[src/rtl/mult_seq_core.sv]
// rtl/mult_seq_core.sv - sequential 16x16 unsigned shift-add multiplier core; optional MULT_EARLY_EXIT_EN build ends RUN once the multiplier is exhausted
module mult_seq_core (
    input  logic        clk,
    input  logic        reset,
    input  logic        init,
    input  logic [15:0] op_A,
    input  logic [15:0] op_B,
    output logic        done,
    output logic        busy,
    output logic [31:0] result
);

    typedef enum logic [1:0] {
        S_IDLE = 2'd0,
        S_LOAD = 2'd1,
        S_RUN  = 2'd2,
        S_DONE = 2'd3
    } state_t;

    state_t      state;
    state_t      state_next;

    logic [31:0] acc;
    logic [31:0] mcand;
    logic [15:0] mplier;
    logic [4:0]  cnt;

    logic [31:0] acc_sum;
    logic [15:0] mplier_shr;
    logic        run_last;

    // One shift-add step and the decision whether this RUN edge is the last one
    always_comb begin
        acc_sum    = mplier[0] ? (acc + mcand) : acc;
        mplier_shr = mplier >> 1;
`ifdef MULT_EARLY_EXIT_EN
        run_last   = (cnt == 5'd15) || (mplier_shr == 16'd0);
`else
        run_last   = (cnt == 5'd15);
`endif
    end

    // State register
    always_ff @(posedge clk) begin
        if (reset) begin
            state <= S_IDLE;
        end else begin
            state <= state_next;
        end
    end

    // Next-state logic; init restarts from any state, a new request always wins over completion
    always_comb begin
        state_next = state;
        case (state)
            S_IDLE: begin
                if (init) begin
                    state_next = S_LOAD;
                end
            end
            S_LOAD: begin
                state_next = init ? S_LOAD : S_RUN;
            end
            S_RUN: begin
                if (init) begin
                    state_next = S_LOAD;
                end else if (run_last) begin
                    state_next = S_DONE;
                end
            end
            S_DONE: begin
                if (init) begin
                    state_next = S_LOAD;
                end
            end
            default: begin
                state_next = S_IDLE;
            end
        endcase
    end

    // Datapath: capture operands in LOAD, iterate in RUN, publish the product on the final RUN edge
    always_ff @(posedge clk) begin
        if (reset) begin
            acc    <= 32'd0;
            mcand  <= 32'd0;
            mplier <= 16'd0;
            cnt    <= 5'd0;
            result <= 32'd0;
        end else begin
            case (state)
                S_LOAD: begin
                    mcand  <= {16'b0, op_A};
                    mplier <= op_B;
                    acc    <= 32'd0;
                    cnt    <= 5'd0;
                end
                S_RUN: begin
                    // An aborting init leaves the partial sum alone; LOAD reinitialises it next cycle
                    if (!init) begin
                        acc    <= acc_sum;
                        mcand  <= mcand << 1;
                        mplier <= mplier_shr;
                        cnt    <= cnt + 5'd1;
                        if (run_last) begin
                            result <= acc_sum;
                        end
                    end
                end
                default: begin
                end
            endcase
        end
    end

    // Status flags are pure decodes of the state, so they can never overlap
    always_comb begin
        done = (state == S_DONE);
        busy = (state == S_LOAD) || (state == S_RUN);
    end

endmodule

[config.mk]
export PLATFORM = sky130hd
export DESIGN_NAME = mult_seq_core
export DESIGN_NICKNAME = d
export VERILOG_FILES = /design/src/rtl/mult_seq_core.sv
export SDC_FILE = /design/constraint.sdc
export NUM_CORES = 1
export LEC_CHECK = 0
export CAP_MARGIN = 20
export CORE_MARGIN = 2
export CORE_UTILIZATION = 53
export CTS_CLUSTER_SIZE = 25
export DETAILED_ROUTE_END_ITERATION = 10
export PLACE_DENSITY = 0.72
export RECOVER_POWER = 50
export SYNTH_ARGS = -nofsm -noshare
export SYNTH_HDL_FRONTEND = slang
export SYNTH_SLANG_ARGS = --single-unit
[constraint.sdc]
create_clock -name clk -period 3.46 [get_ports clk]
set_input_delay 0.346 -clock clk [delete_from_list [all_inputs] [get_ports clk]]
set_output_delay 0.346 -clock clk [all_outputs]
set_load 0.05 [all_outputs]
**Yosys cells after proc, flatten, opt, wreduce, memory -nomap -nowiden**

Cells that the tools add are included.
Widths: inputs -> output; s select.

- Bits in registers: 119
- Input port bits: 35
- Output and inout bits: 34
- Logic and storage cells: 37

- Add/subtract/negate cells: 2
- Eq/ne operators: 7
- Multiplexer cells: 14
- Bitwise operators: 1
- Reduce and logical (&&, ||, !) cells: 7

Operators with widths:

| cell | number |
|---|---|
| $pmux 32 s2 | 2 |
| $mux 32 | 3 |
| $add 32x32->32 | 1 |
| $pmux 16 s2 | 1 |
| $mux 16 | 1 |
| $pmux 5 s2 | 1 |
| $mux 2 | 4 |
| $pmux 2 s3 | 1 |
| $add 5x1->5 const B | 1 |
| $eq 5x4->1 const B | 1 |
| $mux 5 | 1 |
| $eq 2x2->1 const B | 2 |
| $reduce_and 2->1 | 2 |
| $ne 3x3->1 const B | 1 |
| $reduce_and 3->1 | 1 |
| $eq 2x1->1 const B | 1 |
| $logic_not 2->1 | 1 |
| $ne 2x1->1 const B | 1 |
| $ne 2x2->1 const B | 1 |
| $reduce_bool 2->1 | 1 |
| $reduce_or 2->1 | 1 |
| $logic_or 1x1->1 | 1 |
| $not 1->1 | 1 |

**Depth between registers and ports, before layout**

Gate-level depths: netlist (run 1).

- Depth after elaboration: 4
- Mapped depth: 10

**Worst setup path after synthesis (run 1)**

Ideal clock, no wire load.

- Kind: register to register
- From: reg acc[0]
- To: reg result[30]
- Arrival: 2537 ps
- Required time: 3390 ps
- Path slack: 853 ps
- Stages on the path, launching flop included: 11
- Buffers on the path: 0
- Clock period less this slack: 2607 ps
- Cells stage by stage: dfxtp_1 -> ha_1 -> fa_1 -> a21o_1 -> a31oi_1 -> nor3_2 -> o41ai_4 -> o211ai_1 -> a31oi_1 -> mux2_2 -> a21oi_1

- Cells in the longest elaborated chain, start to end: 2

RTL lines:

| item | RTL line | text |
|---|---|---|
| start, declared | 23 | `logic [31:0] acc;` |
| start signal, assigned | 101 | `acc <= acc_sum;` |
| $add 32x32->32 | 34 | `acc_sum = mplier[0] ? (acc + mcand) : acc;` |
| $mux 32 | 34 |  |
| end signal, assigned | 106 | `result <= acc_sum;` |
| end, declared | 10 | `output logic [31:0] result` |

Every way passes these cells.
A chain may end at the register's enable or synchronous reset.

**Worst setup path after layout (run 1)**

- From: reg state[1]
- To: reg result[10]

- Cells in the longest elaborated chain, start to end: 2

RTL lines:

| item | RTL line | text |
|---|---|---|
| start, declared | 20 | `state_t state;` |
| start signal, assigned | 48 | `state <= state_next;` |
| $eq 2x2->1 | 91 | `case (state)` |
| $reduce_and 3->1 (no source line) | -- |  |

Every way passes these cells.

==> results of run 1 <==
-- cells in the mapped netlist (3+ instances only) --
library cell	instances	area share [%]
and4_1	4	0.54
and3_1	4	0.38
a22o_1	11	1.5
or3_1	3	0.29
o21a_1	4	0.46
xor2_1	9	1.2
a21o_1	16	1.8
a31oi_1	10	0.96
a211oi_1	36	4.1
mux2_2	8	1.4
a21oi_1	67	5.1
nand2_1	48	2.8
o211ai_1	4	0.46
buf_2	5	0.38
o21bai_1	6	0.69
buf_1	4	0.23
buf_6	4	0.69
o21ai_0	34	2.6
nor2_1	106	6.1
nand2b_1	4	0.38
inv_1	14	0.80
dfxtp_1	119	36
clkbuf_1	36	2.1
ha_1	36	6.9
nand4_1	4	0.38
nor3_1	18	1.4
nor2b_1	5	0.48
nor4_1	3	0.29
xnor2_1	19	2.5
a22oi_1	35	4.0
nand3_1	12	0.92
o31a_1	4	0.54
mux2i_1	35	5.4
-- through the flow --
step / hold slack, ns / setup WS [ns] / total power [mW]
6_report: 0.456 / 0.467 / 3.69
5_1_grt: 0.485 / 0.231 / 3.82
4_1_cts: 0.461 / 0.565 / 3.71
3_5_place_dp: 0.450 / 0.609 / 1.95
3_3_place_gp: 0.446 / 0.629 / 1.93
2_1_floorplan: 0.425 / 0.853 / 1.81
-- metal layers --
| metal | routed length (um) | global-route usage, % | part of all wire [%] |
|---|---|---|---|
| met3 | 824 | 4.85 | 5.0 |
| met2 | 7680 | 44.0 | 47 |
| met4 | 343 | 10.2 | 2.1 |
| met5 | 0 | 0 | 0 |
| met1 | 7490 | 34.2 | 46 |
-- registers in the layout, indices dropped and copies added, names as in the netlist --
name,cells
mplier,16
state,2
cnt,5
mcand,32
result,32
acc,32
-- power by group through the flow --
| stage | Clock (mW) | Combinational (mW) | Sequential [mW] |
|---|---|---|---|
| finish | 1.76 | 0.451 | 1.47 |
| global route | 1.84 | 0.497 | 1.48 |
| CTS | 1.78 | 0.452 | 1.47 |
| detailed placement | 0 | 0.449 | 1.50 |
| global placement | 0 | 0.434 | 1.50 |
| floorplan | 0 | 0.325 | 1.49 |
-- cell type report --
cell class | instances | area (sq um)
Clock buffer | 23 | 498
Sequential cell | 119 | 2380
Fill cell | 1036 | 4160
Inverter | 14 | 52.6
Clock inverter | 8 | 95.1
Timing Repair Buffer | 81 | 779
Tap cell | 147 | 184
Multi-Input combinational cell | 580 | 3860
-- kinds of logic (layout without fill, tap and decap cells) --
family | count (synthesis) | count (layout) | share of synthesized area (%)
DFF | 119 | 119 | 36.4
muxes | 43 | 43 | 6.73
buffers and inverters | 66 | 126 | 4.59
xor gates and xnor gates | 28 | 28 | 3.75
adders and majority gates | 37 | 37 | 7.19
AOI/OAI and AO/OA | 253 | 253 | 26.5
and+or+nand+nor | 219 | 219 | 14.9
-- critical path: stages (launching register included) --
cell and delay, ns:
dfxtp_1 0.39, ha_1 0.32, nor2b_1 0.16, clkbuf_2 0.59, nand2_1 0.77, nor3_1 0.42, nor3_1 0.09, o31a_1 0.14
-- worst paths after layout --
path / from / to / slack (ns) / cells past startpoint
setup / recovery: state[1]$_SDFFE_PP0P_ / result[10]$_SDFFE_PP0P_ / 0.47 / 7
hold reg to reg: result[15]$_SDFFE_PP0P_ / result[15]$_SDFFE_PP0P_ / 0.46 / 2
hold / removal: result[15]$_SDFFE_PP0P_ / result[15]$_SDFFE_PP0P_ / 0.46 / 2
setup reg to reg: state[1]$_SDFFE_PP0P_ / result[10]$_SDFFE_PP0P_ / 0.47 / 7
==> impl_metrics.toml, run 1 <==
[sta]
clock_skew_ns = 0.00550
min_period_ns = 2.99
post-route-period-util_pct = 86.5
slew_violations = 0
worst_pin_slew_ns = 0.976
finalSetupViolations = 0
relSlewSlack_pct = 34.8
fmax_ghz = 0.334
hold_viol = 0
setup_tns_ns = 0
rsz0062_at_grt = "no"

[drt]
vias_per_cell = 5.99
wl_per_cell_um = 16.8
first_iter_violations = 355
drc_errors = 0
finalWirelength_um = 16300
drt_pass1_iterations = 5
num_vias = 5818
ant_nets = 0

[final_layout]
n_antenna_cell = 0
drive_above_1_share_pct = 8.12
fin_nets = 885
final_core_util_pct = 65.4
area_growth_pct = 20.0
layout_common_cells = "119 x dfxtp_1, 106 x nor2_1, 67 x a21oi_1"
fin_cells = 972
final_common_cell = "dfxtp_1"
final_area_sq_mm = 0.00786

[floorplanning]
start_util_pct = 54.5
core_sq_mm = 0.0120
die_w_um = 115
core.rowCount = 40
die_h_um = 115
io_pins = 69
die-area_sq_mm = 0.0133

[clock_network]
cts_buffers = 17
clockBufferDepth = 2
insertion_delay_ns = 0.42
cts_setup_buffers = 0
hold_buffers = 0
clk_root_buffer_cell = "clkbuf_16"
path_clk_slew_ns = 0.05
cts_tree = "built"
cts.sinks = 119
post_cts_resized = 0
h-tree-depth = 4

[place]
io_buffers = 68
dpl-instance-area_sq_mm = 0.00727
dp_hpwl_um = 11400
gp_congestion = 0.994
place_inst = 941

[yosys]
synthCells = 765
syn_area_sq_mm = 0.00655
syn-num-nets = 837
seq_area_frac_synth_pct = 36.4
syn_area_per_cell_sq_um = 8.56
synth_seq_cells = 119
synth_edf_count = 0
yosys_warnings = 0
async_flop_share_pct = 0
post_synth_num_cell_types = 64
synth_ff_type = "dfxtp_1"

[power_and_ir_drop]
seq_power_share_pct = 39.9
p_int_mw = 2.75
pwr-share-clk_pct = 47.9
switching_share_pct = 25.5
combPwrFrac_pct = 12.2
vdd_ir_drop_max_uv = 328
p_leak_nw = 3.27
power_per_cell_area_mw_per_mm2 = 469
switching_power_mw = 0.940

[critical_path]
required_ns = 3.76
arrival_ns = 3.30
critPathKind = "flop to flop"
cp-end-kind = "flop"
worstSetupStartpointType = "flop"
critPathMaxFanout = 29

[grt]
antenna_found_initial = 0
grt_pass1_vias = 5796
grt_pass1_wl_um = 27800
grtUsageTotal_pct = 26.4
grt.overflow.total = 0
grt_max_degree = 54

[outcome]
status = "completed"

[run]
drv_cap = 0

[hold_path]
hold_class = "flop to flop"
Power figures use the tool's default switching activity.
==> inputs of run 2 (changes only) <==
--- a/config.mk
+++ b/config.mk
@@ -5,11 +5,13 @@
 export SDC_FILE = /design/constraint.sdc
 export NUM_CORES = 1
 export LEC_CHECK = 0
+export ABC_AREA = 1
 export CAP_MARGIN = 20
 export CORE_MARGIN = 2
 export CORE_UTILIZATION = 53
 export CTS_CLUSTER_SIZE = 25
 export DETAILED_ROUTE_END_ITERATION = 10
+export GPL_ROUTABILITY_DRIVEN = 0
 export PLACE_DENSITY = 0.72
 export RECOVER_POWER = 50
 export SYNTH_ARGS = -nofsm -noshare
==> run 2 against run 1 <==
- first-iteration DRC count up 26%
- clock skew grew 0.0024 ns
- sequential share of layout area shrank 3.1 points
- sequential cell count stayed put
- highest routed layer unchanged
==> impl_metrics.toml, run 2 <==
[sta]
clock_skew_ns = 0.00792
finalHoldWorstSlack_ns = 0.471
fmax_ghz = 0.361
worst_pin_slew_ns = 1.04
post-route-period-util_pct = 80.0
finalSetupViolations = 0
rsz0062_at_grt = "no"
setup_tns_ns = 0
relSlewSlack_pct = 30.4
slew_violations = 0
min_period_ns = 2.77
hold_viol = 0

[final_layout]
area_growth_pct = 18.4
final_common_cell = "nand2_1"
layout_common_cells = "441 x nand2_1, 162 x inv_1, 119 x dfxtp_1"
fin_nets = 1293
largest_registers = "acc (32), mcand (32), result (32)"
final_area_sq_mm = 0.00874
fin_cells = 1414
ff_latch_area_sq_mm = 0.00238
drive_above_1_share_pct = 6.89
nFillCells = 1310
multi_input_area_sq_mm = 0.00416
n_antenna_cell = 0
final_core_util_pct = 63.5

[run]
drv_cap = 0

[clock_network]
hold_buffers = 0
cts_setup_buffers = 0
insertion_delay_ns = 0.43
path_clk_slew_ns = 0.06
cts_tree = "built"
h-tree-depth = 4
cts_buffers = 17
post_cts_resized = 0
cts.sinks = 119
clockBufferDepth = 2
clk_root_buffer_cell = "clkbuf_16"

[drt]
finalWirelength_um = 19200
num_vias = 7271
wl_met1_um = 9520
top_layer = "met4"
first_iter_violations = 447
drc_errors = 0
drt_pass1_iterations = 5
vias_per_cell = 5.14
ant_nets = 0
wl_per_cell_um = 13.6
routed-wl-met2_um = 8270
route.met3.wl_um = 1020

[critical_path]
critPathMaxFanout = 31
worstSetupStartpointType = "flop"
required_ns = 3.78
cp-end-kind = "flop"
critPathKind = "flop to flop"
arrival_ns = 3.09

[yosys]
syn_area_sq_mm = 0.00739
yosys_warnings = 0
yosys-top-cells-area = "dfxtp_1 32%, nand2_1 22%, inv_1 8.2%, ha_1 6.1%, a21oi_1 5.4%"
synth_top_area_share_pct = 32.2
syn-num-nets = 1244
synth_area_leader_cell = "dfxtp_1"
post_synth_num_cell_types = 36
async_flop_share_pct = 0
synth_most_common_cell = "nand2_1"
synthCells = 1172
synth_ff_type = "dfxtp_1"
synth_seq_cells = 119
ys_top_cells_by_count = "440 x nand2_1, 161 x inv_1, 119 x dfxtp_1, 79 x a21oi_1, 57 x o21ai_0"
syn_area_per_cell_sq_um = 6.30
synth_edf_count = 0
seq_area_frac_synth_pct = 32.2

[power_and_ir_drop]
power_per_cell_area_mw_per_mm2 = 443
vdd_ir_drop_max_uv = 331
p_leak_nw = 4.32

[outcome]
status = "completed"

[hold_path]
hold_class = "flop to flop"

[grt]
grt_max_degree = 64
grtUsageTotal_pct = 27.4
grt.overflow.total = 0
grt_pass1_vias = 6722
grt_pass1_wl_um = 32100
antenna_found_initial = 0

[floorplanning]
core_sq_mm = 0.0138
die-area_sq_mm = 0.0149
core.rowCount = 43
start_util_pct = 53.6
die_h_um = 122
die_w_um = 122
io_pins = 69

[place]
dp_hpwl_um = 13600
io_buffers = 68
dpl-instance-area_sq_mm = 0.00816
place_inst = 1382
[run 2: metal layers]
metal	vias up	GRT usage (%)
met5	-	0
met4	0	9.70
met3	30	5.90
met2	186	41.5
met1	3266	38.5
li1	3789	-
[run 2: path summary, 6_finish.rpt]
kind | startpoint | end | slack [ns] | cells after the start
setup / recovery | state[0]$_SDFFE_PP0P_ | result[7]$_SDFFE_PP0P_ | 0.69 | 10
hold / removal | mplier[5]$_SDFFE_PP0P_ | mplier[4]$_SDFFE_PP0P_ | 0.47 | 2
setup reg to reg | state[0]$_SDFFE_PP0P_ | result[7]$_SDFFE_PP0P_ | 0.69 | 10
hold reg to reg | mplier[5]$_SDFFE_PP0P_ | mplier[4]$_SDFFE_PP0P_ | 0.47 | 2
[run 2: kinds of logic (layout without fill, tap and decap cells)]
| logic type | count (synthesis) | in the layout | synth area share [%] |
|---|---|---|---|
| fa+ha+maj | 37 | 37 | 6.37 |
| compound gates | 208 | 208 | 16.0 |
| xor+xnor | 15 | 15 | 1.78 |
| simple gates | 577 | 577 | 32.3 |
| buf+inv | 216 | 278 | 11.3 |
| flops | 119 | 119 | 32.2 |
[run 2: final cells by class]
class	instances	share of cell area, %
Clock buffer	17	4.87
Sequential cell	119	27.2
Timing Repair Buffer	77	8.47
Inverter	169	7.26
Clock inverter	15	2.05
Multi-Input combinational cell	837	47.5
Tap cell	180	2.58
[run 2: critical path, stage by stage (launching register included)]
cell      delay [ns]
dfxtp_1         0.33
inv_1           0.06
ha_1            0.18
inv_2           0.03
buf_4           0.23
nor2_1          0.19
inv_2           0.07
nor2_1          0.70
inv_1           0.52
o21bai_1        0.28
inv_1           0.05
[run 2: report_power, final]
part           leakage, nW  switching (mW)  total (mW)  internal [mW]
registers            0.966          0.0506        1.49           1.44
logic                 3.06           0.367       0.559          0.192
clock network        0.297           0.691        1.83           1.13
total                 4.32            1.11        3.87           2.77
[run 2: metrics by stage]
step | worst slack, ns | total power [mW]
2_1_floorplan | 1.53 | 1.92
3_3_place_gp | 1.20 | 2.07
3_5_place_dp | 1.12 | 2.08
4_1_cts | 1.04 | 3.89
5_1_grt | 0.431 | 4.03
6_report | 0.691 | 3.87
==> inputs of run 3 (changes only) <==
--- a/config.mk
+++ b/config.mk
@@ -12,7 +12,7 @@
 export CTS_CLUSTER_SIZE = 25
 export DETAILED_ROUTE_END_ITERATION = 10
 export GPL_ROUTABILITY_DRIVEN = 0
-export PLACE_DENSITY = 0.72
+export PLACE_DENSITY = 0.75
 export RECOVER_POWER = 50
 export SYNTH_ARGS = -nofsm -noshare
 export SYNTH_HDL_FRONTEND = slang
==> constraint.sdc (replaced) <==
create_clock -name clk -period 2.35 [get_ports clk]
set_input_delay 0.235 -clock clk [delete_from_list [all_inputs] [get_ports clk]]
set_output_delay 0.235 -clock clk [all_outputs]
set_load 0.05 [all_outputs]
==> run 3 against run 2 <==
- critical path depth shrank 6
- global-route usage decreased by 0.67 points
- clock skew increased by 0.0049 ns
- hold slack lost 0.097 ns
- die area stayed put
- sequential cell count is the same
- register-to-register slack worse by 0.49 ns
- largest cell class unchanged
- clock power increased by 31%
- sequential share of layout area about the same
- via count barely moved
- wire length down 0.96%
==> impl_metrics.toml, run 3 (synthesized netlist as in run 2, its figures left out) <==
[clock_network]
cts_tree = "built"
clockBufferDepth = 2
cts.sinks = 119
cts_buffers = 17
insertion_delay_ns = 0.43
path_clk_slew_ns = 0.06
h-tree-depth = 4
clk_root_buffer_cell = "clkbuf_16"

[hold_path]
hold_class = "input port to flop"

[floorplanning]
die_h_um = 122
die-area_sq_mm = 0.0149
start_util_pct = 53.6
io_pins = 69
core_sq_mm = 0.0138
die_w_um = 122
core.rowCount = 43

[drt]
drc_errors = 0
first_iter_violations = 499
ant_nets = 0
num_vias = 7278
drt_pass1_iterations = 5
vias_per_cell = 5.12
wl_per_cell_um = 13.4
finalWirelength_um = 19000

[outcome]
status = "completed"

[critical_path]
arrival_ns = 2.01
cp-end-kind = "output pin"
critPathMaxFanout = 4
worstSetupStartpointType = "flop"
required_ns = 2.12
critPathKind = "flop to output pin"

[sta]
fmax_ghz = 0.445
clock_skew_ns = 0.0128
hold_viol = 0
setup_tns_ns = 0
rsz0062_at_grt = "no"
slew_violations = 0
min_period_ns = 2.25
finalHoldWorstSlack_ns = 0.374
post-route-period-util_pct = 95.6
relSlewSlack_pct = 21.5
finalSetupViolations = 0
worst_pin_slew_ns = 1.18

[power_and_ir_drop]
p_leak_nw = 4.31
vdd_ir_drop_max_uv = 507
power_per_cell_area_mw_per_mm2 = 621

[grt]
grt_max_degree = 57
grt_pass1_wl_um = 31500
grtUsageTotal_pct = 26.8
grt.overflow.total = 0
antenna_found_initial = 0
grt_pass1_vias = 6828

[final_layout]
nFillCells = 1344
n_antenna_cell = 0
largest_registers = "acc (32), mcand (32), result (32)"
fin_nets = 1300
final_common_cell = "nand2_1"
final_area_sq_mm = 0.00873
area_growth_pct = 18.2
fin_cells = 1421
layout_common_cells = "441 x nand2_1, 163 x inv_1, 119 x dfxtp_1"
drive_above_1_share_pct = 7.25

[place]
place_inst = 1389
dp_hpwl_um = 13400
dpl-instance-area_sq_mm = 0.00821
io_buffers = 68

[run]
drv_cap = 0
==> run 3: cell count changes in the layout (fill, tap and decap cells not counted), sizes merged <==
cell,before,now
clkbuf,18,26
buf,9,13
clkinv,11,7
bufinv,3,0
clkinvlp,1,3
clkdlybuf4s50,34,35
dlygate4sd3,33,32
==> run 3: worst max-delay path, stage by stage (launching register included) <==
cell and delay, ns:
dfxtp_1 0.37, inv_1 0.06, ha_1 0.30, inv_1 0.06
clkdlybuf4s50_1 0.80
==> run 3: final timing paths <==
check	startpoint	endpoint	slack [ns]	cells past startpoint
max	state[0]$_SDFFE_PP0P_	busy	0.10	4
min reg2reg	mplier[5]$_SDFFE_PP0P_	mplier[4]$_SDFFE_PP0P_	0.46	2
max reg2reg	acc[0]$_SDFFE_PP0P_	acc[28]$_SDFFE_PP0P_	0.20	12
min	op_B[6]	mplier[6]$_SDFFE_PP0P_	0.37	3
==> run 3: report_power, final <==
part | total [mW] | switching (mW) | internal (mW)
logic | 0.840 | 0.540 | 0.300
clock network | 2.39 | 0.989 | 1.40
registers | 2.19 | 0.0704 | 2.12
==> run 3: per-layer routing <==
layer  global-route usage [%]  part of all wire, %  wire length (um)  vias to the layer above
met1                     35.6                   48              9050                     3262
li1                         -                    -                 -                     3803
met3                     6.55                  5.9              1130                       29
met4                     8.62                  1.9               369                        0
met5                        0                    0                 0                        -
met2                     42.7                   45              8470                      184
==> run 3: cell type report <==
type | instances | area [sq um] | share of cell area, %
Multi-Input combinational cell | 837 | 4170 | 47.7
Clock buffer | 22 | 464 | 5.32
Sequential cell | 119 | 2380 | 27.3
Clock inverter | 10 | 72.6 | 0.831
Timing Repair Buffer | 84 | 786 | 9.00
Tap cell | 180 | 225 | 2.58
Inverter | 169 | 634 | 7.27
==> run 3: timing repair <==
action / 4_1_cts / 5_1_grt
hold endpoints to repair: 0 / 0
setup buffers: 0 / 0
hold buffers: 0 / 0
resized for setup: 0 / 1
setup endpoints to repair: 0 / 1
==> run 3: stage by stage <==
step | utilization (%) | worst slack (ns) | power (mW)
2_1_floorplan | - | 0.421 | 2.82
3_3_place_gp | 59.6 | 0.224 | 3.06
3_5_place_dp | 59.6 | 0.174 | 3.07
4_1_cts | 63.5 | 0.0788 | 5.44
5_1_grt | 63.4 | 0.0108 | 5.64
6_report | 63.4 | 0.102 | 5.42
